File: src/rtl/game_layer_mixer.sv
// Priority compositor: NUM_LAYERS keyed sprite windows over a 2x-upscaled 8-bit background.
// Three-stage pipeline (address / ROM / output) with double-buffered window configuration.
module game_layer_mixer #(
  parameter int unsigned NUM_LAYERS = 4,
  parameter int unsigned ADDR_W     = 17,
  parameter logic [11:0] KEY_COLOR  = 12'h000,
  parameter int unsigned BG_W       = 320
) (
  input  logic                         clk,
  input  logic                         rst,
  input  logic [10:0]                  VGA_xpos,
  input  logic [10:0]                  VGA_ypos,
  input  logic                         frame_start,
  input  logic                         blink_tick,
  input  logic                         cfg_we,
  input  logic [2:0]                   cfg_sel,
  input  logic [10:0]                  cfg_x0,
  input  logic [10:0]                  cfg_y0,
  input  logic [10:0]                  cfg_w,
  input  logic [10:0]                  cfg_h,
  input  logic                         cfg_en,
  input  logic                         cfg_blink,
  output logic                         cfg_pending,
  output logic [ADDR_W-1:0]            bg_addr,
  input  logic [7:0]                   bg_pix,
  output logic [NUM_LAYERS*ADDR_W-1:0] layer_addr,
  input  logic [NUM_LAYERS*12-1:0]     layer_pix,
  output logic [11:0]                  VGA_data
);

  typedef struct packed {
    logic [10:0] x0;
    logic [10:0] y0;
    logic [10:0] w;
    logic [10:0] h;
    logic        en;
    logic        blink;
  } cfg_t;

  cfg_t cfg_in;
  cfg_t shadow_q [NUM_LAYERS];
  cfg_t shadow_d [NUM_LAYERS];
  cfg_t active_q [NUM_LAYERS];
  logic wr_hit;
  logic pending_q;
  logic blink_phase_q;

  assign cfg_in = {cfg_x0, cfg_y0, cfg_w, cfg_h, cfg_en, cfg_blink};

  // Out-of-range selects match no layer, so they neither write nor raise pending.
  always_comb begin
    wr_hit = 1'b0;
    for (int unsigned i = 0; i < NUM_LAYERS; i++) begin
      shadow_d[i] = shadow_q[i];
      if (cfg_we && (cfg_sel == 3'(i))) begin
        shadow_d[i] = cfg_in;
        wr_hit      = 1'b1;
      end
    end
  end

  // Commit copies shadow_d so a write in the frame_start cycle is included.
  always_ff @(posedge clk) begin
    if (rst) begin
      for (int unsigned i = 0; i < NUM_LAYERS; i++) begin
        shadow_q[i] <= '0;
        active_q[i] <= '0;
      end
      pending_q     <= 1'b0;
      blink_phase_q <= 1'b0;
    end else begin
      for (int unsigned i = 0; i < NUM_LAYERS; i++) begin
        shadow_q[i] <= shadow_d[i];
        if (frame_start) active_q[i] <= shadow_d[i];
      end
      pending_q     <= frame_start ? 1'b0 : (pending_q | wr_hit);
      blink_phase_q <= blink_phase_q ^ blink_tick;
    end
  end

  assign cfg_pending = pending_q;

  // Stage A: window hit test and ROM address generation.
  logic [NUM_LAYERS-1:0] hit;
  logic [NUM_LAYERS-1:0] vis;
  logic [ADDR_W-1:0]     layer_addr_d [NUM_LAYERS];
  logic                  in_area;
  logic [ADDR_W-1:0]     bg_addr_d;

  always_comb begin
    hit = '0;
    vis = '0;
    for (int unsigned i = 0; i < NUM_LAYERS; i++) begin
      // Window end computed at 12 bits so windows near 2047 do not wrap.
      hit[i] = active_q[i].en
            && (VGA_xpos > active_q[i].x0)
            && ({1'b0, VGA_xpos} <= {1'b0, active_q[i].x0} + {1'b0, active_q[i].w})
            && (VGA_ypos > active_q[i].y0)
            && ({1'b0, VGA_ypos} <= {1'b0, active_q[i].y0} + {1'b0, active_q[i].h});
      vis[i] = hit[i] && !(active_q[i].blink && blink_phase_q);
      layer_addr_d[i] = ADDR_W'((22'(VGA_xpos) - 22'(active_q[i].x0) - 22'd1)
                        + 22'(active_q[i].w) * (22'(VGA_ypos) - 22'(active_q[i].y0) - 22'd1));
    end
  end

  assign in_area   = (VGA_xpos >= 11'd1) && (VGA_xpos <= 11'd640)
                  && (VGA_ypos >= 11'd1) && (VGA_ypos <= 11'd480);
  assign bg_addr_d = ADDR_W'(32'(VGA_xpos[10:1]) + BG_W * 32'(VGA_ypos[10:1]));

  logic [NUM_LAYERS-1:0] vis_q;
  logic [NUM_LAYERS-1:0] vis_qq;
  logic                  valid_q;
  logic                  valid_qq;
  logic [11:0]           vga_d;
  logic [11:0]           vga_q;

  always_ff @(posedge clk) begin
    if (rst) begin
      bg_addr    <= '0;
      layer_addr <= '0;
      vis_q      <= '0;
      vis_qq     <= '0;
      valid_q    <= 1'b0;
      valid_qq   <= 1'b0;
      vga_q      <= '0;
    end else begin
      if (in_area) bg_addr <= bg_addr_d;
      for (int unsigned i = 0; i < NUM_LAYERS; i++) begin
        if (hit[i]) layer_addr[i*ADDR_W +: ADDR_W] <= layer_addr_d[i];
      end
      vis_q    <= vis;
      vis_qq   <= vis_q;
      valid_q  <= 1'b1;
      valid_qq <= valid_q;
      vga_q    <= vga_d;
    end
  end

  // Stage C: ascending scan lets the highest-index opaque layer win.
  always_comb begin
    vga_d = {bg_pix[7:5], bg_pix[7], bg_pix[4:2], bg_pix[4], bg_pix[1:0], bg_pix[1:0]};
    for (int unsigned i = 0; i < NUM_LAYERS; i++) begin
      if (vis_qq[i] && (layer_pix[i*12 +: 12] != KEY_COLOR)) vga_d = layer_pix[i*12 +: 12];
    end
    if (!valid_qq) vga_d = '0;
  end

  assign VGA_data = vga_q;

endmodule

File: config.mk
export PLATFORM = sky130hd
export DESIGN_NAME = game_layer_mixer
export DESIGN_NICKNAME = d
export VERILOG_FILES = /design/src/rtl/game_layer_mixer.sv
export SDC_FILE = /design/constraint.sdc
export NUM_CORES = 2
export LEC_CHECK = 0
export BUFFER_PORTS_ARGS = -buffer_cell sky130_fd_sc_hd__buf_2
export CORE_ASPECT_RATIO = 0.9
export CORE_MARGIN = 5
export CORE_UTILIZATION = 51
export CTS_CLUSTER_DIAMETER = 120
export DETAILED_ROUTE_END_ITERATION = 8
export PLACE_DENSITY = 0.68
export SLEW_MARGIN = 5
export SYNTH_ARGS = -nofsm -noshare
export SYNTH_HDL_FRONTEND = slang
export SYNTH_SLANG_ARGS = --single-unit
File: constraint.sdc
create_clock -name clk -period 23 [get_ports clk]
set_input_delay 3.45 -clock clk [delete_from_list [all_inputs] [get_ports clk]]
set_output_delay 3.45 -clock clk [all_outputs]
set_load 0.01 [all_outputs]
==> results.md <==
* Status: completed
* Multi-input gate area at 30400 sq um
* Distinct cells, synth at 85
* TritonRoute pass-1 iters at 6
* Vias in the first global route at 34.3k
* Final Wtd Congestion at 0.934
* Final period utilization at 49.2%
* Final Hold Viols at 0
* Fmax at 88.4 MHz
* Post-CTS setup buffer count at 0
* Worst Path Max Fanout at 8
* Critical Path AT at 11.84 ns
* Worst slew pin tran at 1.23 ns
* Post-DRT Antenna Nets at 0
* Flops & latches, synth at 477
* CP Data Required Time at 23.53 ns
* Initial antenna violation count at 18
* WL final at 118 mm
* NumNets Final at 6241
* Total CTS buffers at 53
* Post-Synthesis Cells at 5095
* Seq. cell area at 11400 sq um
* Asr flop ratio synth at 0%
* Hold Path Class: flip-flop to flip-flop
* Post-cts hold buffer count at 0
* # H-tree levels at 2
* DRT iter0 DRCs at 2358
* Crit path time final at 11.31 ns
* CTS-repair resized insts at 0
* Gr usage total at 24.6%
* Synthesized area per cell at 8.89 sq um
* Die X at 324 um
* Cell count after placement at 6336
* Detailed Place HPWL at 88.1 mm
* Worst path max stage delay at 0.54 ns
* Number of flops mapped to enable cells by yosys at 184
* Vias at 35.1k
* Fin util at 56.1%
* Syn-to-layout area delta at 8.78%
* Drt wl/cell at 18.3 um
* Die height at 293 um
* IO Count at 230
* Worst Setup End Kind: flip-flop
* Sequential area share after synthesis at 25.1%
* Most used cell, CP: fa_1
* Worst skew pair latency at 0.65 ns
* Total die area at 94900 sq um
* Setup Skew at 0.0433 ns
* Setup Crit Path Kind: input port to flip-flop
* R2R Setup Slk at 14.58 ns
* Unrepaired setup endpoints after global routing: no
* # DRC at 0
* Fin cells at 6445
* Clock root buffer: clkbuf_16
* PortBufs at 229
* Remaining Overflow, GRT at 0
* First-pass GRT wire length at 184 mm
* Via density at 5.44
* CTS clk-pin slew, worst paths at 0.06 ns
* Top_reg_cell synth: dfxtp_1
* Setup TNS at 0 ns
* CTS Sinks at 477
* CP Launch Type: input port
* Synthesis Warnings at 0
* Initial core utilization at 51.5%
* Leakage at 22.8 nW
* Setup Viol. Count Final at 0
* Pin count of the biggest net entering global routing at 125
* Share of layout cells above drive strength 1 at 7.20%
* Max Slew Vio Count at 0
* Row count at 103
* CTS tree: yes
* FILL cells at 8040
* Longest Clk Path Bufs at 3
* Synthesized Nets at 6100
* Slew Limit Headroom at 17.6%
* PD cells at 88.1 nW/um^2
* Max-cap viol count at 0
* Core Area at 87900 sq um
* Maximum resistive drop on vdd at 0.0835 mV
* Post-Synthesis Cell Area at 45300 sq um
* Commonest non-fill, non-tap cell in the layout: inv_1
* Slowest CP cell: a311oi_1
* Most frequent cells in the layout: inv_1, nand2_1, ha_1
synth_stat cells (34+ instances only):
library cell,number,share of area (%)
inv_1,759,6.3
nand2_1,658,5.5
o21a_1,34,0.56
nor3_1,46,0.51
o21bai_1,56,0.93
o21ai_0,90,0.99
nor2b_1,83,1.1
edfxtp_1,184,12
fa_1,406,18
nand2b_1,47,0.65
nand3_1,39,0.43
xor2_1,89,1.7
and2_1,400,5.5
dfxtp_1,293,13
xnor2_1,223,4.3
nand4_1,35,0.48
a21oi_1,382,4.2
ha_1,467,13
a21o_1,69,1.1
clkbuf_1,154,1.3
mux2i_1,78,1.7
nor2_1,244,2.0
per-stage QoR:
| stage | hold WS (ns) | area (sq um) | setup WS, ns | total power (W) |
|---|---|---|---|---|
| 3_3_place_gp | 0.425 | 47500 | 11.26 | 0.00345 |
| 6_report | 0.432 | 49300 | 11.69 | 0.00434 |
| 3_5_place_dp | 0.424 | 47500 | 11.12 | 0.00350 |
| 5_1_grt | 0.457 | 49300 | 11.23 | 0.00480 |
| 4_1_cts | 0.435 | 49200 | 11.81 | 0.00440 |
| 2_1_floorplan | 0.413 | 45300 | 12.22 | 0.00300 |
state kept, by name, indices dropped and copies added, names as in the netlist, 4 cells and up:
name and flops:
shadow_q 184, vis_qq 4, bg_addr 17, VGA_data 12, vis_q 4, layer_addr 68, active_q 184
where the power goes:
group          switching, W  internal [W]  total (W)
logic               0.00137       0.00115    0.00252
registers         0.0000358      0.000913   0.000949
clock network      0.000381      0.000496   0.000877
total               0.00178       0.00256    0.00434
metal layers:
| layer | part of all wire, % | global-route usage [%] | vias up |
|---|---|---|---|
| met1 | 44 | 34.1 | 17019 |
| met3 | 8.9 | 6.02 | 184 |
| li1 | - | - | 16773 |
| met5 | 0.099 | 0.354 | - |
| met2 | 44 | 38.8 | 1073 |
| met4 | 2.6 | 6.43 | 18 |
layout make-up:
cell class | count | area share, %
diodes | 9 | 0.0457
multi-input cells | 3689 | 61.7
repair buffers | 256 | 2.76
clock buffers | 68 | 2.93
flip-flops and latches | 477 | 23.1
well taps | 1155 | 2.93
clock inverters | 32 | 0.683
inverters | 759 | 5.78
worst paths after layout:
| kind | startpoint | to | depth (start not counted) |
|---|---|---|---|
| setup / recovery | VGA_ypos[0] | layer_addr[67] | 32 |
| hold / removal | active_q[0][138] | vis_q[3] | 1 |
| setup reg to reg | active_q[0][162] | layer_addr[67] | 30 |
| hold reg to reg | active_q[0][138] | vis_q[3] | 1 |
worst max-delay path: cells and delay by family:
family | cells | cell delay, ns
fa+ha+maj | 8 | 3.42
compound gates | 9 | 2.57
xor+xnor | 4 | 0.86
simple gates | 5 | 0.86
buf+inv | 6 | 0.68
logic make-up (layout without fill, tap and decap cells):
logic type      count (synthesis)  in the layout  synth area share [%]
flops                         477            477                  25.1
fa+ha+maj                     873            873                  30.8
compound gates                764            764                  10.3
other cells                     0              9                     0
buf+inv                       929           1115                  7.76
simple gates                 1655           1655                  17.8
xor+xnor                      319            319                  6.37
mux                            78             78                  1.72
Power figures use the tool's default switching activity.
